<file path="src/rtl/posit_pd_arbiter.sv">
// posit_pd_arbiter: round-robin arbiter that feeds one shared posit-decoded
// consumer from NUM_REQ producers through a single registered output stage.
// Optional per-requester grant counters are built when POSIT_PD_ARB_STATS_EN
// is defined; without it there is no stat_grants port.

package posit_defines;
   typedef enum logic [0:0] {NORMAL = 1'b0, EXTENDED = 1'b1} pd_type;

   // Signed scale must hold +/-(n-2)*2^es plus the exponent field
   function automatic int unsigned get_scale_width(int unsigned n, int unsigned es, pd_type t);
      return unsigned'($clog2(n)) + es + 1 + ((t == EXTENDED) ? 1 : 0);
   endfunction

   // Fraction bits left after sign, minimum regime and exponent
   function automatic int unsigned get_fraction_width(int unsigned n, int unsigned es, pd_type t);
      return (t == EXTENDED) ? n : (n - es - 3);
   endfunction
endpackage

module posit_pd_arbiter #(
   parameter int unsigned          POSIT_WIDTH = 8,
   parameter int unsigned          POSIT_ES    = 0,
   parameter posit_defines::pd_type PD_TYPE    = posit_defines::NORMAL,
   parameter int unsigned          NUM_REQ     = 4,
   localparam int unsigned SCALE_W = posit_defines::get_scale_width(POSIT_WIDTH, POSIT_ES, PD_TYPE),
   localparam int unsigned FRAC_W  = posit_defines::get_fraction_width(POSIT_WIDTH, POSIT_ES, PD_TYPE),
   localparam int unsigned REC_W   = SCALE_W + FRAC_W + 6,
   localparam int unsigned ID_W    = (NUM_REQ > 2) ? unsigned'($clog2(NUM_REQ)) : 1
) (
   input  logic                     clk,
   input  logic                     rst_n,
   input  logic                     flush,
   input  logic [NUM_REQ-1:0]       in_valid,
   output logic [NUM_REQ-1:0]       in_ready,
   input  logic [NUM_REQ*REC_W-1:0] in_rec,
   output logic                     out_valid,
   input  logic                     out_ready,
   output logic [REC_W-1:0]         out_rec,
   output logic [ID_W-1:0]          out_id
`ifdef POSIT_PD_ARB_STATS_EN
   ,
   output logic [NUM_REQ*16-1:0]    stat_grants
`endif
);

   logic [ID_W-1:0]  ptr;
   logic [ID_W-1:0]  win;
   logic [ID_W-1:0]  win_hi;
   logic [ID_W-1:0]  win_lo;
   logic [ID_W-1:0]  ptr_nxt;
   logic             found_hi;
   logic             found_lo;
   logic             can_load;
   logic             accept;
   logic [REC_W-1:0] win_rec;

   // Rotating priority: lowest valid index at or above ptr, else lowest valid overall
   always_comb begin
      found_hi = 1'b0;
      found_lo = 1'b0;
      win_hi   = '0;
      win_lo   = '0;
      for (int i = int'(NUM_REQ) - 1; i >= 0; i--) begin
         if (in_valid[i]) begin
            found_lo = 1'b1;
            win_lo   = ID_W'(i);
            if (ID_W'(i) >= ptr) begin
               found_hi = 1'b1;
               win_hi   = ID_W'(i);
            end
         end
      end
      win = found_hi ? win_hi : win_lo;
   end

   // Handshake qualification and winner record select
   always_comb begin
      can_load = ~out_valid | out_ready;
      accept   = rst_n & ~flush & can_load & found_lo;
      ptr_nxt  = (win == ID_W'(NUM_REQ - 1)) ? '0 : win + ID_W'(1);
      win_rec  = '0;
      in_ready = '0;
      for (int i = 0; i < int'(NUM_REQ); i++) begin
         if (win == ID_W'(i)) begin
            win_rec     = in_rec[i*REC_W +: REC_W];
            in_ready[i] = accept;
         end
      end
   end

   // Output register and priority pointer
   always_ff @(posedge clk) begin
      if (!rst_n) begin
         ptr       <= '0;
         out_valid <= 1'b0;
         out_rec   <= '0;
         out_id    <= '0;
      end else if (flush) begin
         ptr       <= '0;
         out_valid <= 1'b0;
      end else if (accept) begin
         ptr       <= ptr_nxt;
         out_valid <= 1'b1;
         out_rec   <= win_rec;
         out_id    <= win;
      end else if (out_ready) begin
         out_valid <= 1'b0;
      end
   end

`ifdef POSIT_PD_ARB_STATS_EN
   logic [NUM_REQ-1:0][15:0] grant_cnt;

   // Saturating per-requester grant counters, cleared only by reset
   always_ff @(posedge clk) begin
      if (!rst_n) begin
         grant_cnt <= '0;
      end else begin
         for (int i = 0; i < int'(NUM_REQ); i++) begin
            if (in_ready[i] && (grant_cnt[i] != 16'hFFFF)) begin
               grant_cnt[i] <= grant_cnt[i] + 16'd1;
            end
         end
      end
   end

   assign stat_grants = grant_cnt;
`endif

endmodule

</file>
<file path="config.mk">
export PLATFORM = sky130hd
export DESIGN_NAME = posit_pd_arbiter
export DESIGN_NICKNAME = d
export VERILOG_FILES = /design/src/rtl/posit_pd_arbiter.sv
export SDC_FILE = /design/constraint.sdc
export NUM_CORES = 1
export LEC_CHECK = 0
export ABC_AREA = 0
export BUFFER_PORTS_ARGS = -buffer_cell sky130_fd_sc_hd__buf_2
export CAP_MARGIN = 20
export CELL_PAD_IN_SITES_DETAIL_PLACEMENT = 0
export CELL_PAD_IN_SITES_GLOBAL_PLACEMENT = 1
export CORE_ASPECT_RATIO = 1.5
export CORE_UTILIZATION = 29
export DETAILED_ROUTE_END_ITERATION = 16
export PLACE_DENSITY_LB_ADDON = 0.1
export SLEW_MARGIN = 20
export SYNTH_ARGS = -nofsm -noshare
export SYNTH_HDL_FRONTEND = slang
export SYNTH_SLANG_ARGS = --single-unit
</file>
<file path="constraint.sdc">
create_clock -name clk -period 2.9 [get_ports clk]
set_clock_uncertainty 0.05 [all_clocks]
set_input_delay 0.145 -clock clk [delete_from_list [all_inputs] [get_ports clk]]
set_output_delay 0.145 -clock clk [all_outputs]
set_load 0.01 [all_outputs]
</file>
==> results.json <==
{
  "insertion_delay_ns": 0.26,
  "max_freq_mhz": 409,
  "critPathTopFamily": "simple AND/OR/NAND/NOR gates",
  "fillers": 523,
  "final_layout_size_suffix_gt1_frac": 0.456,
  "met3_usage": 0.0297,
  "place_hpwl_um": 3150,
  "vias": 1506,
  "setup_tns_ns": 0,
  "portBuffers": 89,
  "clk_pin_slew_ns": 0.08,
  "critPathArrivalTime_ns": 2.54,
  "viasPerCell": 4.83,
  "drv_cap": 0,
  "setup_viol": 0,
  "cp_cell_sequence": "mux2i_1, nor2_1, nor3_1, inv_1, ha_1, nor2b_4, a221o_1, a221oi_1, nor2_1",
  "cp.required_ns": 3.00,
  "syn-instance-count": 163,
  "avgSynthCellArea_um2": 8.67,
  "p_leak_uw": 0.000969,
  "clockRootBuffer": "clkbuf_8",
  "criticalPathCategory": "flop to flop",
  "rsz0062_at_grt": "no",
  "cts_buffers": 3,
  "cp_max_fo": 15,
  "startpoint_type": "flop",
  "antenna_found_initial": 0,
  "gr-max-usage-layer": "met2",
  "synth-warning-count": 0,
  "ios": 90,
  "syn-cell-area_um2": 1410,
  "cts.path.max_buffers": 2,
  "fp.dieW_um": 59.0,
  "grt_use_total": 0.173,
  "drt_iter0_drc": 84,
  "core_um2": 4620,
  "fin_crit_sh": 0.842,
  "firstDrtPassIters": 4,
  "start_util": 0.306,
  "grt_overflow": 0,
  "power_density_nw_per_um2": 423,
  "routedWlPerCell_um": 13.7,
  "drcViolationCount": 0,
  "grt_max_degree": 24,
  "globalRouteMet1Util": 0.190,
  "grt_pass1_wl_um": 6800,
  "num_antenna_cells": 0,
  "seq_area_um2": 400,
  "synth_seq_cells": 20,
  "post_cts_buffers": 0,
  "cpMaxStageDelayCell": "dfxtp_1",
  "worst_slew_pin_slew_ns": 0.412,
  "grt_pass1_vias": 1498,
  "slowest_delay_ns": 0.43,
  "report.final.slew_viol_count": 0,
  "hold_viol_final": 0,
  "nNetsFinal": 321,
  "end_kind": "flop",
  "rows": 30,
  "yosys.cell_types.count": 32,
  "whs_ns": 0.0927,
  "gp_congestion": 0.738,
  "cts.htree.levels": 1,
  "wirelength_um": 4270,
  "max-slew-margin-rel": 0.723,
  "finalWorstPathRequiredPeriod_ns": 2.44,
  "cp_num_buf_inv": 1,
  "placed_cells": 308,
  "status": "finished, final reports clean",
  "hold_class": "primary input to flop",
  "gr-usage-met2": 0.333,
  "cts_tree": "yes",
  "syn-num-nets": 235,
  "antenna_left": 0,
  "vdd_ir_drop_max_v": 0.000152,
  "die_h_um": 87.5,
  "instances_no_fill": 312,
  "post_cts_resized": 0,
  "cts_hold_buf": 0,
  "ys_seq_area_frac": 0.283,
  "crit_top_cell": "nor2_1",
  "syn_to_final_growth_pct": 34.2,
  "clock-sinks": 20,
  "multi_input_area_um2": 803,
  "dieArea_um2": 5160
}
final timing paths:
kind / from / end / slack, ns / cells past startpoint
setup reg to reg: ptr[1]$_SDFFE_PP0P_ / out_rec[3]$_SDFFE_PN0P_ / 0.46 / 9
setup / recovery: ptr[1]$_SDFFE_PP0P_ / out_rec[3]$_SDFFE_PN0P_ / 0.46 / 9
hold reg to reg: out_id[1]$_SDFFE_PN0P_ / out_id[1]$_SDFFE_PN0P_ / 0.43 / 2
hold / removal: in_rec[54] / out_rec[9]$_SDFFE_PN0P_ / 0.09 / 3
placed cells by master (no fill, tap or decap), types with 6 or more instances in the layout:
cell,Yosys,layout
a21oi_1,20,20
a221o_1,13,13
a221oi_1,9,9
a221oi_2,6,6
buf_2,0,89
buf_4,1,6
dfxtp_1,20,20
inv_1,18,18
nor2_1,17,17
o21ai_0,19,19
Yosys cell counts:
library cell | count | area [um^2]
clkbuf_8 | 4 | 55.1
and2b_2 | 1 | 8.76
inv_1 | 18 | 67.6
or2b_2 | 1 | 8.76
nor3_1 | 1 | 5.00
ha_1 | 4 | 50.1
nand2b_1 | 2 | 12.5
nor4_4 | 1 | 21.3
a221oi_1 | 9 | 78.8
nand2_1 | 3 | 11.3
o21ai_0 | 19 | 95.1
dfxtp_1 | 20 | 400
a221o_2 | 2 | 22.5
clkbuf_4 | 1 | 7.51
o21a_1 | 1 | 7.51
and2_1 | 4 | 25.0
nor3b_2 | 1 | 12.5
mux2i_1 | 1 | 10.0
buf_6 | 2 | 22.5
nor2b_4 | 1 | 13.8
a221oi_2 | 6 | 90.1
buf_4 | 1 | 7.51
nor2_1 | 17 | 63.8
o22ai_1 | 1 | 6.26
a221o_1 | 13 | 130
buf_12 | 1 | 20.0
a21oi_1 | 20 | 100
clkbuf_1 | 2 | 7.51
clkbuf_2 | 2 | 10.0
nand3b_4 | 1 | 20.0
dlymetal6s2s_1 | 1 | 12.5
nand3_1 | 2 | 10.0
logic make-up (layout without fill, tap and decap cells):
group,after synthesis,after routing,share of synthesized area
buffers and inverters,32,117,0.149
and+or+nand+nor,35,35,0.150
DFF,20,20,0.283
adders and majority gates,4,4,0.0354
AOI/OAI and AO/OA,71,71,0.375
muxes,1,1,0.00708
metrics by stage:
stage	area, um^2	worst slack (ns)	total power, uW	utilization
2_1_floorplan	1410	0.607	503	-
3_3_place_gp	1840	0.501	592	0.399
3_5_place_dp	1840	0.466	591	0.399
4_1_cts	1900	0.469	812	0.411
5_1_grt	1900	0.216	853	0.411
6_report	1900	0.458	802	0.411
worst register-to-register path, cell delays in order, from the launching register on:
cell      delay [ns]
dfxtp_1         0.43
mux2i_1         0.21
nor2_1          0.05
nor3_1          0.36
inv_1           0.15
ha_1            0.23
nor2b_4         0.19
a221o_1         0.31
a221oi_1        0.27
nor2_1          0.08
final cells by class:
cell class | count | area share
repair buffers | 95 | 0.259
inverters | 18 | 0.0356
flip-flops and latches | 20 | 0.211
clock buffers | 4 | 0.0290
well taps | 64 | 0.0422
multi-input cells | 111 | 0.423
registers in the layout (all words and copies together), names as in the netlist:
signal	cells
out_rec	15
out_id	2
ptr	2
out_valid	1
metal layers:
metal / wire length [um] / part of all wire
met3: 203 / 0.048
met2: 2360 / 0.55
met4: 30 / 0.0070
met5: 0 / 0
met1: 1670 / 0.39
where the power goes:
part / switching (uW) / internal [uW] / total (uW)
logic: 147 / 130 / 277
registers: 10.3 / 295 / 305
clock network: 99.2 / 121 / 220
total: 256 / 546 / 802
Power figures use the tool's default switching activity.
